### config.mk
export PLATFORM = sky130hd
export DESIGN_NAME = fp_to_fixed_conv
export DESIGN_NICKNAME = d
export VERILOG_FILES = /design/src/rtl/fp_to_fixed_conv.sv
export SDC_FILE = /design/constraint.sdc
export NUM_CORES = 1
export LEC_CHECK = 0
export BUFFER_PORTS_ARGS = -buffer_cell sky130_fd_sc_hd__buf_4
export CAP_MARGIN = 20
export CORE_MARGIN = 2
export CORE_UTILIZATION = 50
export DETAILED_ROUTE_END_ITERATION = 8
export PLACE_DENSITY = 0.73
export REMOVE_ABC_BUFFERS = 1
export SYNTH_ARGS = -nofsm -noshare
export SYNTH_HDL_FRONTEND = slang
export SYNTH_SLANG_ARGS = --single-unit
### constraint.sdc
create_clock -name clk -period 11.98 [get_ports clk]
set_input_delay 2.396 -clock clk [delete_from_list [all_inputs] [get_ports clk]]
set_output_delay 2.396 -clock clk [all_outputs]
set_load 0.03 [all_outputs]
### src/rtl/fp_to_fixed_conv.sv
// IEEE-754 single -> 22-bit signed fixed point (FRAC_BITS fractional) for the CORDIC datapath.
// Latency 3, throughput 1/cycle; whole pipeline stalls on out_valid && !out_ready. Option: FP2FIX_ROUND_EN.
module fp_to_fixed_conv #(
    parameter int FRAC_BITS = 14
) (
    input  logic        clk,
    input  logic        reset,
    input  logic [31:0] in_data,
    input  logic        in_valid,
    output logic        in_ready,
    output logic [21:0] out_data,
    output logic        out_valid,
    input  logic        out_ready,
    output logic        out_ovf,
    output logic        out_nan
);

    // Exponents at or above this shift the mantissa past 2^22 output LSBs: saturation is certain.
    localparam logic [7:0] BIG_EXP = 8'(149 - FRAC_BITS);

    logic adv;
    assign adv      = !out_valid || out_ready;
    assign in_ready = adv;

    // S1: unpack
    logic        s1_vld, s1_sign, s1_zero, s1_inf, s1_nan;
    logic [7:0]  s1_exp;
    logic [23:0] s1_mant;

    always_ff @(posedge clk) begin
        if (reset) begin
            s1_vld <= 1'b0;
        end else if (adv) begin
            s1_vld  <= in_valid;
            s1_sign <= in_data[31];
            s1_exp  <= in_data[30:23];
            s1_mant <= {|in_data[30:23], in_data[22:0]};
            s1_zero <= (in_data[30:23] == 8'd0);
            s1_inf  <= (in_data[30:23] == 8'hFF) && (in_data[22:0] == 23'd0);
            s1_nan  <= (in_data[30:23] == 8'hFF) && (in_data[22:0] != 23'd0);
        end
    end

    // S2: magnitude in half-LSB units so the rounding bit survives the shift
    logic        s2_vld, s2_sign, s2_zero, s2_inf, s2_nan, s2_big;
    logic [23:0] s2_mag_half;
    logic [8:0]  rshift;
    logic        big_d;

    always_comb begin
        big_d  = (s1_exp >= BIG_EXP);
        rshift = {1'b0, BIG_EXP} - {1'b0, s1_exp};
    end

    always_ff @(posedge clk) begin
        if (reset) begin
            s2_vld <= 1'b0;
        end else if (adv) begin
            s2_vld      <= s1_vld;
            s2_sign     <= s1_sign;
            s2_zero     <= s1_zero;
            s2_inf      <= s1_inf;
            s2_nan      <= s1_nan;
            s2_big      <= big_d;
            s2_mag_half <= big_d ? 24'd0 : (s1_mant >> rshift);
        end
    end

    // S3: round/truncate, saturate, apply sign
    logic [23:0] mag, neg_mag;
    logic        sat_pos, sat_neg;
    logic [21:0] res_data;
    logic        res_ovf, res_nan;

    always_comb begin
`ifdef FP2FIX_ROUND_EN
        mag = (s2_mag_half + 24'd1) >> 1;
`else
        mag = {1'b0, s2_mag_half[23:1]};
`endif
        neg_mag  = 24'd0 - mag;
        sat_pos  = s2_big || (mag >= 24'h200000);
        sat_neg  = s2_big || (mag >  24'h200000);
        res_data = 22'd0;
        res_ovf  = 1'b0;
        res_nan  = 1'b0;
        if (s2_nan) begin
            res_nan = 1'b1;
        end else if (s2_zero) begin
            res_data = 22'd0;
        end else if (s2_inf || (s2_sign ? sat_neg : sat_pos)) begin
            res_data = s2_sign ? 22'h200000 : 22'h1FFFFF;
            res_ovf  = 1'b1;
        end else begin
            res_data = s2_sign ? neg_mag[21:0] : mag[21:0];
        end
    end

    always_ff @(posedge clk) begin
        if (reset) begin
            out_valid <= 1'b0;
            out_data  <= 22'd0;
            out_ovf   <= 1'b0;
            out_nan   <= 1'b0;
        end else if (adv) begin
            out_valid <= s2_vld;
            out_data  <= res_data;
            out_ovf   <= res_ovf;
            out_nan   <= res_nan;
        end
    end

endmodule

==> flow_results.org, run 1 <==
** Global routing
- Largest net degree at the start of global routing :: 64
- In the global route stage, overall resource usage came out at 0.1981.
- The number of global-route vias before repair came to 3247.
- The number of antenna violations at the first check in global routing is 0.
- Global-route wire length before repair :: 15940 um
- The total overflow left after global routing is 0.

** Floorplan
- The initial utilization of the core area, before any placement, comes to 0.5151.
- The floorplan has 35 rows.
- The die covers 10270 sq um.
- Boundary pin count :: 62
- The die is 101.3 um wide.
- Placeable core region :: 9196 sq um
- From bottom edge to top edge, the die measures 101.3 um.

** Yosys
- Count of flip-flops with a built-in enable after synthesis :: 63
- Most frequent cells after synthesis :: edfxtp_1 (63), nand2_1 (48), dfxtp_1 (27)
- Counting flops and latches in the post-synthesis netlist gives 90.
- After synthesis, the cell types taking the most area are edfxtp_1 (40%), dfxtp_1 (11%), mux2i_1 (4.9%), mux2_2 (4.0%), nand2_1 (3.8%).
- Yosys instantiated no cell more often than edfxtp_1.
- Unique masters post-synth :: 63
- Of the post-synthesis cell area, the dominant cell type holds 0.3994.
- Synthesized area divided by synthesized cell count :: 11.44 sq um
- edfxtp_1 takes more of the synthesized area than any other cell.
- Cell area after technology mapping :: 4737 sq um
- Share of flip-flops with an asynchronous set or reset :: 0
- Counting every instance in the synthesized netlist gives 414.
- For this run, the register share of the synthesized area comes to 0.5135.
- Synth warnings :: 0
- The most used flip-flop cell after synthesis is edfxtp_1.

** Pwr
- IR drop worst, VDD :: 0.00009590 V
- The analysis attributes to cell leakage a power of 2.031 nW.
- Design Power :: 0.0006825 W
- In this run the power density over the cells is 125.4 nW/um^2.

** Placement
- Port buffer count :: 61
- Routability-driven placement finished with a final weighted congestion of 0.9501.
- Placed wire-length estimate :: 7075 um

** Timing
- Setup repair after global routing missed its margin :: no
- Setup violations remaining at the end of the flow were counted as 0.
- Hold is met by 0.4273 ns.
- Worst slew margin :: 0.2841
- Skew final :: 0.01352 ns
- Fmax :: 162.8 MHz
- After layout, the minimum clock period comes to 6.143 ns.
- Setup TNS Final :: 0 ns
- The final-report hold violation count came to 0.
- Count of final max-slew check failures :: 0
- Actual transition at the worst max-transition pin :: 1.074 ns
- In the finished design, the share of the clock period the worst path needs comes to 0.5128.

** Detailed routing
- After the first detailed-routing iteration, the DRC count stood at 138.
- The final route contains 3398 vias.
- After detailed routing, the total wire length is 9512 um.
- Average wire per standard cell :: 16.37 um
- Final routed DRC violation total :: 0
- Once detail routing completed, the nets flagged for antenna violations numbered 0.
- Before antenna repair, the detailed router went through 4 iterations.
- Via density per instance :: 5.849

** Clock network
- In this run, CTS created clock tree buffers numbering 9.
- Counting along the longest clock path gives a buffer depth of 2.
- CTS H-tree lvls :: 3
- Post-CTS timing repair inserted 0 buffers for setup.
- The tree is rooted in a clkbuf_8.
- The tree built by TritonCTS fans out to 90 sinks.
- Hold_buf cts :: 0
- After clock tree synthesis, the repair step resized 0 gates.
- After clock tree synthesis, the clock-pin slew on the worst setup and hold paths is 0.08 ns.
- TritonCTS clock tree :: built
- At the later pin of the worst-skew pair, clock insertion delay measures 0.36 ns.

** Outcome
- The flow ran to the end, and the final reports show no timing, DRC or antenna violations.

** Critical path
- Crit Path Max Fanout :: 14
- The worst setup path is captured at an output pin.
- The setup check on the worst reg-to-reg path leaves a slack of 9.26 ns.
- Setup CP Type :: primary input to output pin
- Data on the critical path is required at its endpoint by 9.58 ns.
- STA classifies the critical path startpoint as a primary input.
- Worst Path Arrival :: 3.75 ns

** Worst hold path
- Path type of the worst min-delay path :: flip-flop to flip-flop

** Finish
- # diodes :: 0
- Final nets :: 503
- Area Overhead vs Synth :: 14.90%
- In the final layout, the share of cells above drive strength 1 is 0.2383.
- The filler cells instantiated in the layout total 750.

** Job
- # Max-Cap Violations :: 0
-- registers in the layout, indices dropped and copies added (netlist names), 8 cells and up --
signal and flops:
s2_mag_half 23, out_data 22, s1_mant 23, s1_exp 8
-- report_power, final --
part           internal, W  leakage [nW]  total (W)  switching [W]
registers         0.000350         0.847   0.000368      0.0000179
clock network     0.000110         0.109   0.000216       0.000106
logic            0.0000448          1.07  0.0000983      0.0000535
total             0.000505          2.03   0.000682       0.000178
-- critical path, cell delays in order --
cell     delay [ns]
buf_4          0.11
nor2b_1        0.73
inv_1          0.26
buf_4          0.25
-- worst paths after layout --
| check | startpoint | endpoint | cells after the start |
|---|---|---|---|
| worst max register to register | s1_exp[3] | s2_mag_half[3] | 5 |
| worst min register to register | s1_zero | s2_zero | 0 |
| worst min-delay path | s1_zero | s2_zero | 0 |
| worst max-delay path | out_ready | in_ready | 4 |
-- per-layer routing --
| layer | up-vias | share of wire | track usage |
|---|---|---|---|
| li1 | 1700 | - | - |
| met1 | 1589 | 0.42 | 0.2457 |
| met2 | 95 | 0.52 | 0.3393 |
| met3 | 14 | 0.038 | 0.04417 |
| met4 | 0 | 0.017 | 0.07380 |
| met5 | - | 0 | 0 |
-- cell type report --
type	instances	area [sq um]	area share
Clock buffer	11	152.6	0.02805
Clock inverter	5	58.81	0.01080
Inverter	11	41.29	0.007586
Multi-Input combinational cell	290	2146	0.3943
Sequential cell	90	2432	0.4469
Tap cell	111	138.9	0.02552
Timing Repair Buffer	63	473.0	0.08690
-- cell families after synthesis --
group                    after synthesis  synth area share
multiplexers                          50            0.1199
AO/OA/AOI/OAI                         88            0.1445
adder cells (fa/ha/maj)                2          0.005282
AND/OR/NAND/NOR                      130            0.1447
flip-flops                            90            0.5135
buffers and inverters                 34           0.03513
XOR/XNOR                              20           0.03698
-- cells in the final DEF (no fill, tap or decap), types with 5 or more instances in the layout --
| master | n |
|---|---|
| nor3_1 | 11 |
| mux2_2 | 17 |
| a22o_1 | 17 |
| nor4_1 | 11 |
| xnor2_1 | 9 |
| nand3_1 | 7 |
| clkbuf_8 | 9 |
| edfxtp_1 | 63 |
| nand2_1 | 48 |
| nand4_1 | 5 |
| mux2i_1 | 23 |
| o22ai_1 | 13 |
| buf_4 | 63 |
| xor2_1 | 11 |
| dfxtp_1 | 27 |
| inv_1 | 9 |
| a21oi_1 | 10 |
| mux2_1 | 7 |
| nor2_1 | 21 |
-- per-stage QoR --
| stage | setup WS (ns) | instances | utilization | instance area (sq um) |
|---|---|---|---|---|
| finish | 5.837 | 581 | 0.5918 | 5443 |
| CTS | 5.874 | 580 | 0.5910 | 5435 |
| detailed placement | 5.872 | 564 | 0.5680 | 5224 |
| floorplan | 6.294 | 391 | - | 4612 |
| global route | 5.739 | 581 | 0.5918 | 5443 |
| global placement | 5.955 | 564 | 0.5680 | 5224 |
No activity file was read; power rests on OpenSTA's default activity.
==> inputs of run 2 (changes only) <==
--- a/config.mk
+++ b/config.mk
@@ -5,12 +5,13 @@
 export SDC_FILE = /design/constraint.sdc
 export NUM_CORES = 1
 export LEC_CHECK = 0
+export ABC_AREA = 1
 export BUFFER_PORTS_ARGS = -buffer_cell sky130_fd_sc_hd__buf_4
 export CAP_MARGIN = 20
 export CORE_MARGIN = 2
 export CORE_UTILIZATION = 50
 export DETAILED_ROUTE_END_ITERATION = 8
-export PLACE_DENSITY = 0.73
+export PLACE_DENSITY = 0.75
 export REMOVE_ABC_BUFFERS = 1
 export SYNTH_ARGS = -nofsm -noshare
 export SYNTH_HDL_FRONTEND = slang
==> constraint.sdc (replaced) <==
create_clock -name clk -period 5.65 [get_ports clk]
set_input_delay 1.13 -clock clk [delete_from_list [all_inputs] [get_ports clk]]
set_output_delay 1.13 -clock clk [all_outputs]
set_load 0.03 [all_outputs]
==> run 2 against run 1 <==
Compared with the run above: clock power is 120% higher; final area is 6.2% higher; count of clock-buffer cells in the layout stayed put; sequential share of layout area is 2.6 points lower; clock skew is 0.0036 ns lower; via count is 36% higher; critical path depth is 1 higher; routed wire length is 32% higher; largest cell class unchanged; highest routed layer unchanged.
==> flow_results.org, run 2 <==
** Placement
- After detailed placement, the total cell area comes to 5568 sq um.
- Global placer's final weighted congestion :: 1.004
- Placed wire-length estimate :: 9401 um
- Port buffer count :: 61

** Floorplan
- The die is 104.5 um tall.
- Placeable core region :: 9774 sq um
- Cell Rows :: 36
- Boundary pin count :: 62
- From left edge to right edge, the die measures 104.5 um.
- Initial cell density of the core :: 0.5172
- Floorplan die area :: 10930 sq um

** Critical path
- CP startpoint kind :: primary input
- Critical Path End Type :: output pin
- At the worst endpoint, the required time is 4.52 ns.
- Setup slack on the worst reg-to-reg path comes out at 2.63 ns.
- Crit Path Max Fanout :: 30
- The critical path is of the primary input to output pin type.
- Worst Path Arrival :: 1.98 ns

** Global routing
- Global routing finished with a remaining overflow of 0.
- The number of antenna violations at the first check in global routing was 0.
- The number of global-route vias before repair came to 4411.
- GRT Resource Usage Total :: 0.2384
- Global-route wire length before repair :: 20740 um
- Entering global routing, the biggest net connects 64 pins.

** Yosys
- After synthesis the netlist holds a flip-flop and latch count of 90.
- For this run, the leading register cell type out of synthesis is edfxtp_1.
- The share of synthesized area in the top cell type comes to 0.3743.
- After synthesis, the cell types taking the most area are edfxtp_1 (37%), nand3_1 (15%), dfxtp_1 (11%), nand2_1 (11%), a21oi_1 (3.5%).
- Share of synthesized area occupied by flip-flops and latches :: 0.4812
- Synthesized area divided by synthesized cell count :: 7.886 sq um
- Cell with the most instances after synthesis :: nand3_1
- Synthesis instantiated 35 different standard cells from the library.
- In this run, synthesis inferred 63 flip-flops with an integrated enable.
- Number of instances in the synthesized netlist :: 641
- Share of flip-flops with an asynchronous set or reset :: 0
- Ranked by instance count, the synthesized netlist is headed by nand3_1 (148), nand2_1 (143), edfxtp_1 (63).
- Library cell with the largest summed area after synthesis :: edfxtp_1
- Synth warnings :: 0
- The synthesized netlist occupies a cell area of 5055 sq um.

** Finish
- The top cell types in the final layout, fill and taps aside, are nand3_1 (148), nand2_1 (143), buf_4 (63), edfxtp_1 (63), inv_1 (41).
- Once layout is done, the placed cells without fillers occupy 5779 sq um.
- The repair_antennas step left the layout with diodes totalling 0.
- After the last flow step, the layout net total stands at 722.
- Footprint of the multi-input gates :: 2288 sq um
- Fill count :: 904
- Compared with the post-synthesis result, the final layout area differs by 14.33%.
- Leading registers by flop count :: s1_mant x23, s2_mag_half x23, out_data x22
- Commonest non-fill, non-tap cell in the layout :: nand3_1
- In the final layout, the share of cells above drive strength 1 is 0.1684.
- Registers take 2432 sq um.

** Detailed routing
- Met2 WL :: 6389 um
- The first routing iteration left 353 violations.
- In the routed layout, each cell is associated on average with a via count of 5.628.
- Wire segments on met3 add up to 521 um in the final route.
- TritonRoute pass-1 iters :: 5
- Average wire per standard cell :: 15.29 um
- Met1 WL :: 5334 um
- Summed over all layers, the routed wires come to 12570 um.
- After detailed routing, no signal wire sits above met4.
- Via count :: 4626
- ANT nets after route :: 0
- For this run, design rule violations remaining after detail routing come to 0.

** Timing
- Setup violations remaining at the end of the flow were counted as 0.
- The number of slew-limit violations in the final report came to 0.
- In the finished design, the share of the clock period the worst path needs comes to 0.5500.
- Setup repair after global routing missed its margin :: no
- Min Clock Period, post-route :: 3.108 ns
- Based on the critical path, the design can be clocked at up to 321.8 MHz.
- Headroom to the max-slew limit came out at 0.4522.
- The final-report hold violation count was 0.
- In the final timing run, aggregate negative setup slack is 0 ns.
- Actual transition at the worst max-transition pin :: 0.8217 ns
- Skew final :: 0.009899 ns

** Pwr
- For this design the static power due to leakage is 2.322 nW.
- IR drop worst, VDD :: 0.0001635 V
- Share of total power consumed by net switching :: 0.2877
- The share of total power dissipated in combinational logic is 0.164.
- Clock network power share :: 0.312
- Power spread over the standard cell area amounts to 258.7 nW/um^2.
- Internal power comes to 0.001065 W.
- Seq pwr share :: 0.524
- Net switching power :: 0.0004301 W

** Clock network
- Hold_buf cts :: 0
- The clock passes through at most 2 buffers.
- At the later pin of the worst-skew pair, clock insertion delay measures 0.37 ns.
- The H-tree was split into 3 levels.
- Buffer count from post-CTS setup fixing :: 0
- TritonCTS clock tree :: built
- The tree built by TritonCTS fans out to 90 sinks.
- Post-cts repair resize count :: 0
- Clock Root Buffer :: clkbuf_8
- Clock-pin slew was measured on the worst setup and hold paths at 0.09 ns.
- Clock buffer count from CTS :: 9

** Outcome
- Outcome :: finished, final reports clean

** Job
- The tool flagged a number of max-cap violations equal to 0.

** Worst hold path
- In this run the worst hold path is classified as flip-flop to flip-flop.
[run 2: kinds of logic (layout without fill, tap and decap cells)]
logic type               after synthesis  after routing  share of synthesized area
AND/OR/NAND/NOR                      390            390                     0.3597
flip-flops                            90             90                     0.4812
buffers and inverters                 84            132                    0.06906
AO/OA/AOI/OAI                         69             69                    0.07475
XOR/XNOR                               6              6                    0.01040
adder cells (fa/ha/maj)                2              2                   0.004950
[run 2: worst max-delay path: stages]
cell and delay, ns:
buf_4 0.11, nor2_2 0.09, buf_4 0.30, inv_1 0.15
buf_4 0.19
[run 2: path summary, 6_finish.rpt]
| path | startpoint | to | cells past startpoint |
|---|---|---|---|
| worst max-delay path | out_ready | in_ready | 5 |
| worst min-delay path | s1_zero | s2_zero | 0 |
| worst max register to register | s1_exp[3] | s2_mag_half[19] | 10 |
| worst min register to register | s1_zero | s2_zero | 0 |
[run 2: power by group through the flow]
stage / combinational [W] / sequential [W] / clock (W)
floorplan: 0.000145 / 0.000804 / 0
global placement: 0.000238 / 0.000795 / 0
global route: 0.000273 / 0.000788 / 0.000501
CTS: 0.000244 / 0.000782 / 0.000471
detailed placement: 0.000243 / 0.000796 / 0
finish: 0.000245 / 0.000783 / 0.000467
[run 2: layer usage]
layer | up-vias | global-route usage
li1 | 2293 | -
met1 | 2132 | 0.2914
met2 | 173 | 0.4164
met3 | 28 | 0.03057
met4 | 0 | 0.1139
met5 | - | 0
[run 2: area by class of cell]
| cell class | count | share of cell area |
|---|---|---|
| flip-flops and latches | 90 | 0.4209 |
| multi-input cells | 467 | 0.3960 |
| repair buffers | 64 | 0.08378 |
| inverters | 52 | 0.03399 |
| well taps | 133 | 0.02879 |
| clock buffers | 11 | 0.02641 |
| clock inverters | 5 | 0.01018 |
[run 2: metrics by stage]
step / worst slack (ns) / instances / hold WS (ns) / total power [W] / utilization
after detailed placement: 2.550 / 806 / 0.4054 / 0.001040 / 0.5696
final: 2.542 / 822 / 0.4260 / 0.001495 / 0.5913
after global placement: 2.581 / 805 / 0.4031 / 0.001033 / 0.5685
after floorplan: 1.045 / 609 / 0.4003 / 0.0009488 / -
after global routing: 2.297 / 822 / 0.4367 / 0.001561 / 0.5913
after CTS: 2.542 / 822 / 0.4270 / 0.001497 / 0.5913
==> inputs of run 3 (changes only) <==
==> constraint.sdc (replaced) <==
create_clock -name clk -period 2.7 [get_ports clk]
set_input_delay 0.54 -clock clk [delete_from_list [all_inputs] [get_ports clk]]
set_output_delay 0.54 -clock clk [all_outputs]
set_load 0.03 [all_outputs]
==> run 3 against run 2 <==
Compared with the run above: total power up 100%; utilization up 1.2 points; first-iteration DRC count down 5.4%; setup slack worse by 2.3 ns; count of clock-buffer cells in the layout down 2; clock skew up 0.00070 ns; routed wire length up 3.2%; die area unchanged.
==> flow_results.org, run 3 (synthesis gave the netlist of run 2 again) <==
** Floorplan
- 62 I/O pins were placed.
- Placeable core region :: 9774 sq um
- Die width :: 104.5 um
- The die covers 10930 sq um.
- For this configuration, the core starts out at a cell density of 0.5172.
- In this run the vertical extent of the chip is 104.5 um.
- Cell Rows :: 36

** Global routing
- Antenna violations before repair :: 0
- Summed over all layers, the global routing overflow is 0.
- The number of global-route vias before repair is 4507.
- Largest net degree at the start of global routing :: 64
- For this run, the total global-route usage over all layers was measured as 0.2510.
- The first global-routing pass estimated 21740 um of wire.

** Detailed routing
- TritonRoute pass-1 iters :: 5
- Average wire per standard cell :: 15.41 um
- Via density per instance :: 5.540
- The detail route stage leaves a number of antenna-violating nets equal to 0.
- Via count :: 4665
- Number of violations reported at the end of detailed-routing iteration 0 :: 334
- For this run, design rule violations remaining after detail routing come to 0.
- Final wirelength :: 12980 um

** Timing
- Across all setup checks in the final design, the least slack found is 0.2757 ns.
- Period utilisation layout :: 0.8979
- At the pin with the least slew margin, the transition time is 0.7749 ns.
- Setup repair after global routing missed its margin :: no
- Final hold slack :: 0.3378 ns
- Count of final hold-check violations :: 0
- After routing, the total negative slack on setup checks comes to 0 ns.
- Worst slew margin :: 0.4834
- Skew final :: 0.01060 ns
- Setup violations remaining at the end of the flow were counted as 0.
- The number of slew-limit violations in the final report is 0.
- Static timing analysis puts the maximum clock frequency at 412.5 MHz.
- The routed design could run at a clock period as short as 2.424 ns.

** Finish
- With fillers left out, the area of the finished cells amounts to 5893 sq um.
- Final nets :: 742
- # diodes :: 0
- Number of cells in the finished layout apart from fillers :: 842
- The largest registers in the layout are s1_mant x23, s2_mag_half x23, out_data x22.
- Commonest non-fill, non-tap cell in the layout :: nand3_1
- Share of cells above drive strength 1 :: 0.1918
- Most frequent cells in the layout :: nand3_1 (148), nand2_1 (143), buf_4 (84)
- Area Overhead vs Synth :: 16.58%

** Placement
- Worst Setup Slack post-DPL :: 0.2491 ns
- Global placer's final weighted congestion :: 0.9291
- Port buffer count :: 61
- Placement-stage cell area :: 5677 sq um
- Placed insts :: 821
- Detailed placement ended at an HPWL of 9964 um.

** Clock network
- TritonCTS built the clock tree.
- Hold_buf cts :: 0
- Clock buffer count from CTS :: 9
- Clock sink total :: 90
- CTS H-tree lvls :: 3
- Clock tree synthesis selected as its root buffer the cell clkbuf_8.
- Latest clock arrival within the worst-skew pair :: 0.37 ns
- Number of buffers between clock root and the deepest sink :: 2
- Clock input transition at the sequential cells of the worst setup and hold paths :: 0.10 ns

** Critical path
- Worst endpoint required time :: 2.93 ns
- STA classifies the critical path endpoint as a flip-flop.
- Worst Path Arrival :: 2.65 ns
- In this run the worst setup path begins at s1_exp[3].
- Crit Path Max Fanout :: 12
- Setup CP Type :: flip-flop to flip-flop
- The worst setup path is launched from a flip-flop.
- Startpoint of the worst register-to-register path :: s1_exp[3]

** Pwr
- Dividing total power by cell area gives a power density of 515.7 nW/um^2.
- IR drop worst, VDD :: 0.0002912 V
- For this design the static power due to leakage is 2.400 nW.

** Outcome
- Outcome :: finished, final reports clean

** Worst hold path
- The worst hold path belongs to the class primary input to flip-flop.
- The startpoint identified for the worst hold timing path is in_data[31].

** Job
- # Max-Cap Violations :: 0
-- run 3: worst paths after layout --
| check | endpoint | slack (ns) | depth (start not counted) |
|---|---|---|---|
| setup / recovery | s2_mag_half[6] | 0.28 | 13 |
| hold / removal | s1_sign | 0.34 | 1 |
| setup reg to reg | s2_mag_half[6] | 0.28 | 13 |
| hold reg to reg | s2_nan | 0.43 | 0 |
-- run 3: per-stage QoR --
step | total power (W) | util
2_1_floorplan | 0.001985 | -
3_3_place_gp | 0.002187 | 0.5808
3_5_place_dp | 0.002199 | 0.5808
4_1_cts | 0.003039 | 0.5988
5_1_grt | 0.003179 | 0.6029
6_report | 0.003039 | 0.6029
-- run 3: timing repair --
action	4_1_cts	5_1_grt
gates resized for setup	0	1
setup endpoints to repair	0	6
setup buffers	0	5
-- run 3: report_power, final --
group	total [W]	internal [W]	leakage [nW]	switching, W
Sequential	0.00161	0.00156	0.844	0.0000522
Combinational	0.000565	0.000199	1.47	0.000366
Clock	0.000859	0.000342	0.0882	0.000517
-- run 3: metal layers --
layer / track usage / wire (um) / vias to the layer above
met3: 0.02807 / 564 / 36
met2: 0.4463 / 6617 / 157
li1: - / - / 2337
met4: 0.1187 / 477 / 0
met1: 0.3031 / 5317 / 2135
met5: 0 / 0 / -
-- run 3: area by class of cell --
class / count / area, sq um
Multi-Input combinational cell: 467 / 2288
Clock inverter: 7 / 52.55
Fill cell: 889 / 3881
Sequential cell: 90 / 2432
Timing Repair Buffer: 84 / 630.6
Inverter: 52 / 198.9
Clock buffer: 9 / 123.9
Tap cell: 133 / 166.4
-- run 3: critical path, stage by stage, from the launching register on --
cell      delay [ns]
edfxtp_1        0.42
inv_2           0.19
ha_1            0.26
nand2_1         0.09
nand2_1         0.08
nand2_2         0.09
a21oi_4         0.23
buf_4           0.21
nand3_1         0.09
nand3_1         0.09
nand2_1         0.08
o21ai_1         0.19
nand2_1         0.12
a21oi_1         0.15
